`config.mk`:
```
export PLATFORM = sky130hd
export DESIGN_NAME = golden_nonce_queue
export DESIGN_NICKNAME = d
export VERILOG_FILES = /design/src/rtl/golden_nonce_queue.sv
export SDC_FILE = /design/constraint.sdc
export NUM_CORES = 1
export LEC_CHECK = 0
export CORE_MARGIN = 3
export CORE_UTILIZATION = 34
export CTS_CLUSTER_SIZE = 24
export DETAILED_ROUTE_END_ITERATION = 8
export PLACE_DENSITY = 0.65
export SYNTH_ARGS = -nofsm -noshare
export SYNTH_HDL_FRONTEND = slang
export SYNTH_SLANG_ARGS = --single-unit
```
`constraint.sdc`:
```
create_clock -name clk -period 5.1 [get_ports clk]
set_input_delay 0.51 -clock clk [delete_from_list [all_inputs] [get_ports clk]]
set_output_delay 0.51 -clock clk [all_outputs]
set_load 0.02 [all_outputs]
```
`src/rtl/golden_nonce_queue.sv`:
```
// golden_nonce_queue: captures distinct golden nonces from hashcore into a
// small FIFO and hands them out one per host snapshot request as a 96-bit
// word {status, nonce, golden}. A data_change pulse flushes everything so
// results found on old work are never reported against new work.
//
// Handshake: there is no valid/ready pair. gn_match is a level that is
// deduplicated against the last seen nonce, and snap is a one-cycle request
// that is always serviced. out_word updates on the cycle after snap and
// holds otherwise. If the FIFO has no free slot after this cycle's pop, the
// incoming nonce is dropped and counted in overflow_cnt.
module golden_nonce_queue #(
  parameter int DEPTH = 8,
  parameter int AW    = 3
) (
  input  logic          clk,
  input  logic          reset,
  input  logic          gn_match,
  input  logic [31:0]   golden_nonce,
  input  logic [31:0]   nonce,
  input  logic          data_change,
  input  logic          snap,
  output logic [95:0]   out_word,
  output logic [AW:0]   level
);

  localparam int LW = AW + 1;

  logic [31:0]   mem [DEPTH];
  logic [AW-1:0] wr_ptr;
  logic [AW-1:0] rd_ptr;
  logic [LW-1:0] cnt;
  logic [7:0]    overflow_cnt;
  logic          last_valid;
  logic [31:0]   last_seen;

  logic          candidate;
  logic          do_pop;
  logic          do_push;
  logic          do_drop;
  logic [LW-1:0] lvl_after_pop;
  logic [LW-1:0] lvl_next;
  logic [7:0]    ovf_next;
  logic [31:0]   status;

  // Decide this cycle's pop/push/drop; the pop frees a slot before the push.
  always_comb begin
    candidate     = gn_match && (!last_valid || (golden_nonce != last_seen));
    do_pop        = snap && (cnt != '0);
    lvl_after_pop = cnt - LW'(do_pop);
    do_push       = candidate && (lvl_after_pop != LW'(DEPTH));
    do_drop       = candidate && !do_push;
    lvl_next      = lvl_after_pop + LW'(do_push);
    ovf_next      = overflow_cnt;
    if (do_drop && (overflow_cnt != 8'hFF)) begin
      ovf_next = overflow_cnt + 8'd1;
    end
    status = {ovf_next, 8'(lvl_next), 15'h0, do_pop};
  end

  // Entry storage: plain synchronous write, no reset needed on the data.
  always_ff @(posedge clk) begin
    if (!reset && !data_change && do_push) begin
      mem[wr_ptr] <= golden_nonce;
    end
  end

  // Control state, dedup tracking and the snapshot output register.
  always_ff @(posedge clk) begin
    if (reset) begin
      wr_ptr       <= '0;
      rd_ptr       <= '0;
      cnt          <= '0;
      overflow_cnt <= 8'h0;
      last_valid   <= 1'b0;
      last_seen    <= 32'h0;
      out_word     <= 96'h0;
    end else if (data_change) begin
      // Flush wins over push and pop; a coincident snap still reports empty.
      wr_ptr       <= '0;
      rd_ptr       <= '0;
      cnt          <= '0;
      overflow_cnt <= 8'h0;
      last_valid   <= 1'b0;
      if (snap) begin
        out_word <= {32'h0, nonce, 32'h0};
      end
    end else begin
      if (candidate) begin
        last_seen  <= golden_nonce;
        last_valid <= 1'b1;
      end
      if (do_push) begin
        wr_ptr <= wr_ptr + AW'(1);
      end
      if (do_pop) begin
        rd_ptr <= rd_ptr + AW'(1);
      end
      cnt          <= lvl_next;
      overflow_cnt <= ovf_next;
      if (snap) begin
        out_word <= {status, nonce, (do_pop ? mem[rd_ptr] : 32'h0)};
      end
    end
  end

  assign level = cnt;

endmodule
```
# ---- After elaboration in Yosys (flattened, before gate mapping)
# Memory sizes are Yosys's and may differ from the RTL's. A register that Yosys moved wholly into a read port is not among the register bits.
# Cells that the tools add are included.
dict set report totals {
  regBits 147
  out_inout_bits 100
  mem_bits_rw 256
  word_cells 41
  n_memories 1
  in_bits 69
}
# memory words word_bits read_ports rd_clocked_by_memory_dff wr line_no
set mem_list {}
lappend mem_list {mem 8 32 1 1 1 28} ;# logic [31:0] mem [DEPTH];
dict set report classes {
  eq_ne 3
  addsub 5
  bitwise_logic 1
  muxes 9
  reduce_logical 15
}
# cell count
set op_table {}
lappend op_table {{$mux 96} 3}
lappend op_table {{$mux 32} 1}
lappend op_table {{$ne 32x32->1} 1}
lappend op_table {{$add 8x1->8 const B} 1}
lappend op_table {{$mux 8} 1}
lappend op_table {{$ne 8x8->1 const B} 1}
lappend op_table {{$logic_and 1x1->1} 7}
lappend op_table {{$add 3x1->3 const B} 2}
lappend op_table {{$mux 3} 2}
lappend op_table {{$add 4x1->4} 1}
lappend op_table {{$logic_not 1->1} 4}
lappend op_table {{$ne 4x4->1 const B} 1}
lappend op_table {{$reduce_bool 4->1} 1}
lappend op_table {{$sub 4x1->4} 1}
lappend op_table {{$mux 1} 2}
lappend op_table {{$reduce_and 2->1} 1}
lappend op_table {{$reduce_or 2->1} 1}
lappend op_table {{$logic_or 1x1->1} 1}
lappend op_table {{$not 1->1} 1}

# ---- Longest topological paths before layout
dict set report depth {
  ltp_word 11
  ltp_mapped 11
  mapped_depth_nobuf 11
}

# ---- Least setup slack after synthesis
# Ideal clock, no wire load.
dict set report synth_timing {
  path_type {register -> register}
  start {register cnt[1] (netlist: level[1])}
  end {memory mem[1][0] (enable)}
  n_path_buf 0
  synth_period_minus_slack_ps 5392
  setup_ps 502
  t_arrival_ps 4891
  stages_incl_launch_ff 10
  slack_ps -292
  t_required_ps 4598
  path_cell_list {dfxtp_1 > nor4_1 > nand2b_1 > inv_1 > ha_1 > ha_1 > xnor2_1 > nand4_2 > nand2_1 > nor4_1}
}
dict set report synth_via {
  elab_chain_cells 8
}
# item line_no
set synth_rtl {}
lappend synth_rtl {{start, declared} 31} ;# logic [LW-1:0] cnt;
lappend synth_rtl {{start signal, assigned} 98} ;# cnt <= lvl_next;
lappend synth_rtl {{$reduce_bool 4->1} 48} ;# do_pop = snap && (cnt != '0);
lappend synth_rtl {{$logic_and 1x1->1} 48}
lappend synth_rtl {{via do_pop} 37} ;# logic do_pop;
lappend synth_rtl {{$sub 4x1->4} 49} ;# lvl_after_pop = cnt - LW'(do_pop);
lappend synth_rtl {{$ne 4x4->1} 50} ;# do_push = candidate && (lvl_after_pop != LW'(DEPTH));
lappend synth_rtl {{$logic_and 1x1->1} 50}
lappend synth_rtl {{$logic_and 1x1->1} 62} ;# if (!reset && !data_change && do_push) begin
lappend synth_rtl {{$mux 1} 62}
lappend synth_rtl {{$mux 1 (implied by the code)} 63} ;# mem[wr_ptr] <= golden_nonce;
lappend synth_rtl {{end, declared} 28}
# The timed path passes the listed nets, and every way through them passes these cells.

# ---- Worst setup path in the final report
dict set report layout_timing {
  start {register cnt[1] (netlist: level[1])}
  end {memory mem[5][18] (enable)}
}
# The elaborated chain is that of the path after synthesis.

==> flow_summary.json <==
{
  "status": "complete, no violations",
  "dieArea_mm2": 0.0472,
  "seq_power_share_pct": 50.0,
  "overflow": 0,
  "grt_pass1_vias": 8878,
  "min_period_ns": 3.39,
  "synth_area_leaders": "edfxtp_1 (51%), dfxtp_1 (17%), mux4_2 (9.5%)",
  "dpl.hpwl_um": 21900,
  "synth.most_common_cell": "edfxtp_1",
  "grt_antenna_before_repair": 2,
  "drt-total-wl_um": 34200,
  "ys.flop_type": "edfxtp_1",
  "worstPathRequired_ns": 5.35,
  "timing.fmax_ghz": 0.295,
  "grt_first_pass_wirelength_um": 52800,
  "hold_viol": 0,
  "clockBufferDepth": 3,
  "place_area_mm2": 0.0174,
  "worst-path-max-fanout": 18,
  "crit_path_start_kind": "register",
  "synth-seq-cells": 387,
  "final_cell_area_mm2": 0.0187,
  "clock_latency_ns": 0.56,
  "endpoint_kind": "register",
  "grt_usage_pct": 14.4,
  "avgSynthCellArea_um2": 15.7,
  "slew_headroom_pct": 26.7,
  "power.density_mw_per_mm2": 369,
  "start_util_pct": 34.9,
  "final_layout_size_suffix_gt1_share_pct": 18.0,
  "post_cts_resized": 0,
  "power.switching_uw": 1560,
  "numCtsBuffers": 41,
  "p_clk_share_pct": 41.9,
  "drc_errors": 0,
  "rows": 76,
  "yosys.area.top_type": "edfxtp_1",
  "via_count": 8711,
  "synthCells": 966,
  "arrival_ns": 3.65,
  "synth_cell_type_count": 53,
  "leakage_uw": 0.00617,
  "synth_commonest_cells": "edfxtp_1 (256), dfxtp_1 (131), nor2_1 (118)",
  "final_antenna_net_count": 0,
  "io_buffers": 149,
  "cts_sinks": 387,
  "combPwrFrac_pct": 8.1,
  "gp_congestion": 0.781,
  "setup_viol": 0,
  "ys_warn_count": 0,
  "skew_ns": 0.0147,
  "num-nets-final": 1207,
  "ir_drop_mv": 0.213,
  "synth-async-reset-ratio_pct": 0,
  "criticalPathCategory": "reg -> reg",
  "hold_class": "in -> reg",
  "cts_hold_buf": 0,
  "dr.pass1.iters": 5,
  "cts-root-buf": "clkbuf_16",
  "die_w_um": 217,
  "cts_tree": "yes",
  "synth_edf_count": 256,
  "htree_levels": 2,
  "min_period_over_period_pct": 66.5,
  "die-height_um": 217,
  "synth_top_area_share_pct": 50.6,
  "routedWlPerCell_um": 19.5,
  "reg2reg_slack_ns": 1.71,
  "path_clk_slew_ns": 0.06,
  "place_inst": 1674,
  "area_delta_synth_final_pct": 23.1,
  "internal-power_uw": 5330,
  "grt_max_degree": 97,
  "fillers": 3922,
  "max_slew.worst_pin.slew_ns": 1.10,
  "switching_share_pct": 22.6,
  "core_area_mm2": 0.0436,
  "postCtsSetupBuffers": 0,
  "cap_violations": 0,
  "io_pins": 169,
  "final_cells": 1750,
  "rsz0062_at_grt": "no",
  "vias_per_cell": 4.98,
  "drt_iter0_markers": 708,
  "ys_seq_area_share_pct": 67.9,
  "final-max-slew-violation-count": 0,
  "netlist_area_mm2": 0.0152
}
cells in the final DEF, fill, tap and decap left out, types with 14 or more instances in the layout:
cell type and n:
clkbuf_16 41, mux2_2 32, nor2_1 113, nand3_1 15
a22oi_1 32, clkdlybuf4s50_1 147, dfxtp_1 129, a21oi_1 14
xnor2_1 35, mux2i_1 66, buf_4 26, edfxtp_1 256
mux4_2 64, nand4_1 19, conb_1 19, nand2_1 19
sequential cells by signal, indices dropped and copies added (netlist names), named ones only:
register	cells
level	4
wr_ptr	3
last_valid	1
last_seen	32
mem	256
rd_ptr	3
out_word	77
overflow_cnt	8
metrics by stage:
stage,worst slack (ns),power [uW],hold slack (ns),utilization [%],TNS [ns]
after CTS,1.65,6980,0.190,42.9,0
after global placement,1.38,4060,0.452,39.9,0
after detailed placement,1.30,4070,0.447,39.9,0
final,1.71,6890,0.225,42.9,0
after floorplan,-0.292,3840,0.454,-,-26.61
after global routing,1.42,7170,0.207,42.9,0
critical path: stages, from the launching register on:
cell	delay, ns
dfxtp_1	0.34
nor4_1	0.24
nand2b_1	0.23
inv_1	0.12
ha_1	0.21
ha_1	0.19
xnor2_1	0.20
nand4_2	0.22
nand4_1	0.29
nor2_2	0.77
buf_12	0.25
final cells by class:
cell class                      instances  area, um2  share of cell area (%)
Antenna cell                            1       2.50                  0.0134
Clock buffer                           54       1090                    5.86
Clock inverter                         21        205                    1.10
Inverter                                9       33.8                   0.181
Multi-Input combinational cell        517       4590                    24.6
Sequential cell                       387      10300                    55.2
Tap cell                              585        732                    3.92
Timing Repair Buffer                  176       1710                    9.16
power by group through the flow:
stage | clock (uW) | combinational, uW | sequential, uW
floorplan | 0 | 305 | 3540
global placement | 0 | 556 | 3510
detailed placement | 0 | 563 | 3510
CTS | 2970 | 566 | 3440
global route | 3110 | 607 | 3450
finish | 2890 | 559 | 3440
cells by family after synthesis:
family                   Yosys count  synth area share, %
flip-flops                       387                 67.9
AO/OA/AOI/OAI                     73                 3.49
AND/OR/NAND/NOR                  219                 7.02
adder cells (fa/ha/maj)            6                0.494
buffers and inverters             80                 2.61
multiplexers                     162                 16.2
XOR/XNOR                          38                 2.24
other                              1               0.0247
worst paths after layout:
check,from,depth (start not counted),to
max,level[1]$_SDFF_PP0_,10,mem[5][18]$_DFFE_PP_
min,reset,2,out_word[0]$_SDFFE_PP0P_
max reg2reg,level[1]$_SDFF_PP0_,10,mem[5][18]$_DFFE_PP_
min reg2reg,out_word[93]$_SDFFE_PP0P_,2,out_word[93]$_SDFFE_PP0P_
metal layers:
layer	wire length (um)	vias up	global-route usage (%)
met5	13	-	0
li1	-	3997	-
met4	868	2	4.46
met2	16600	221	23.5
met3	1820	59	2.99
met1	14900	4432	19.6
No activity file was read; power rests on OpenSTA's default activity.
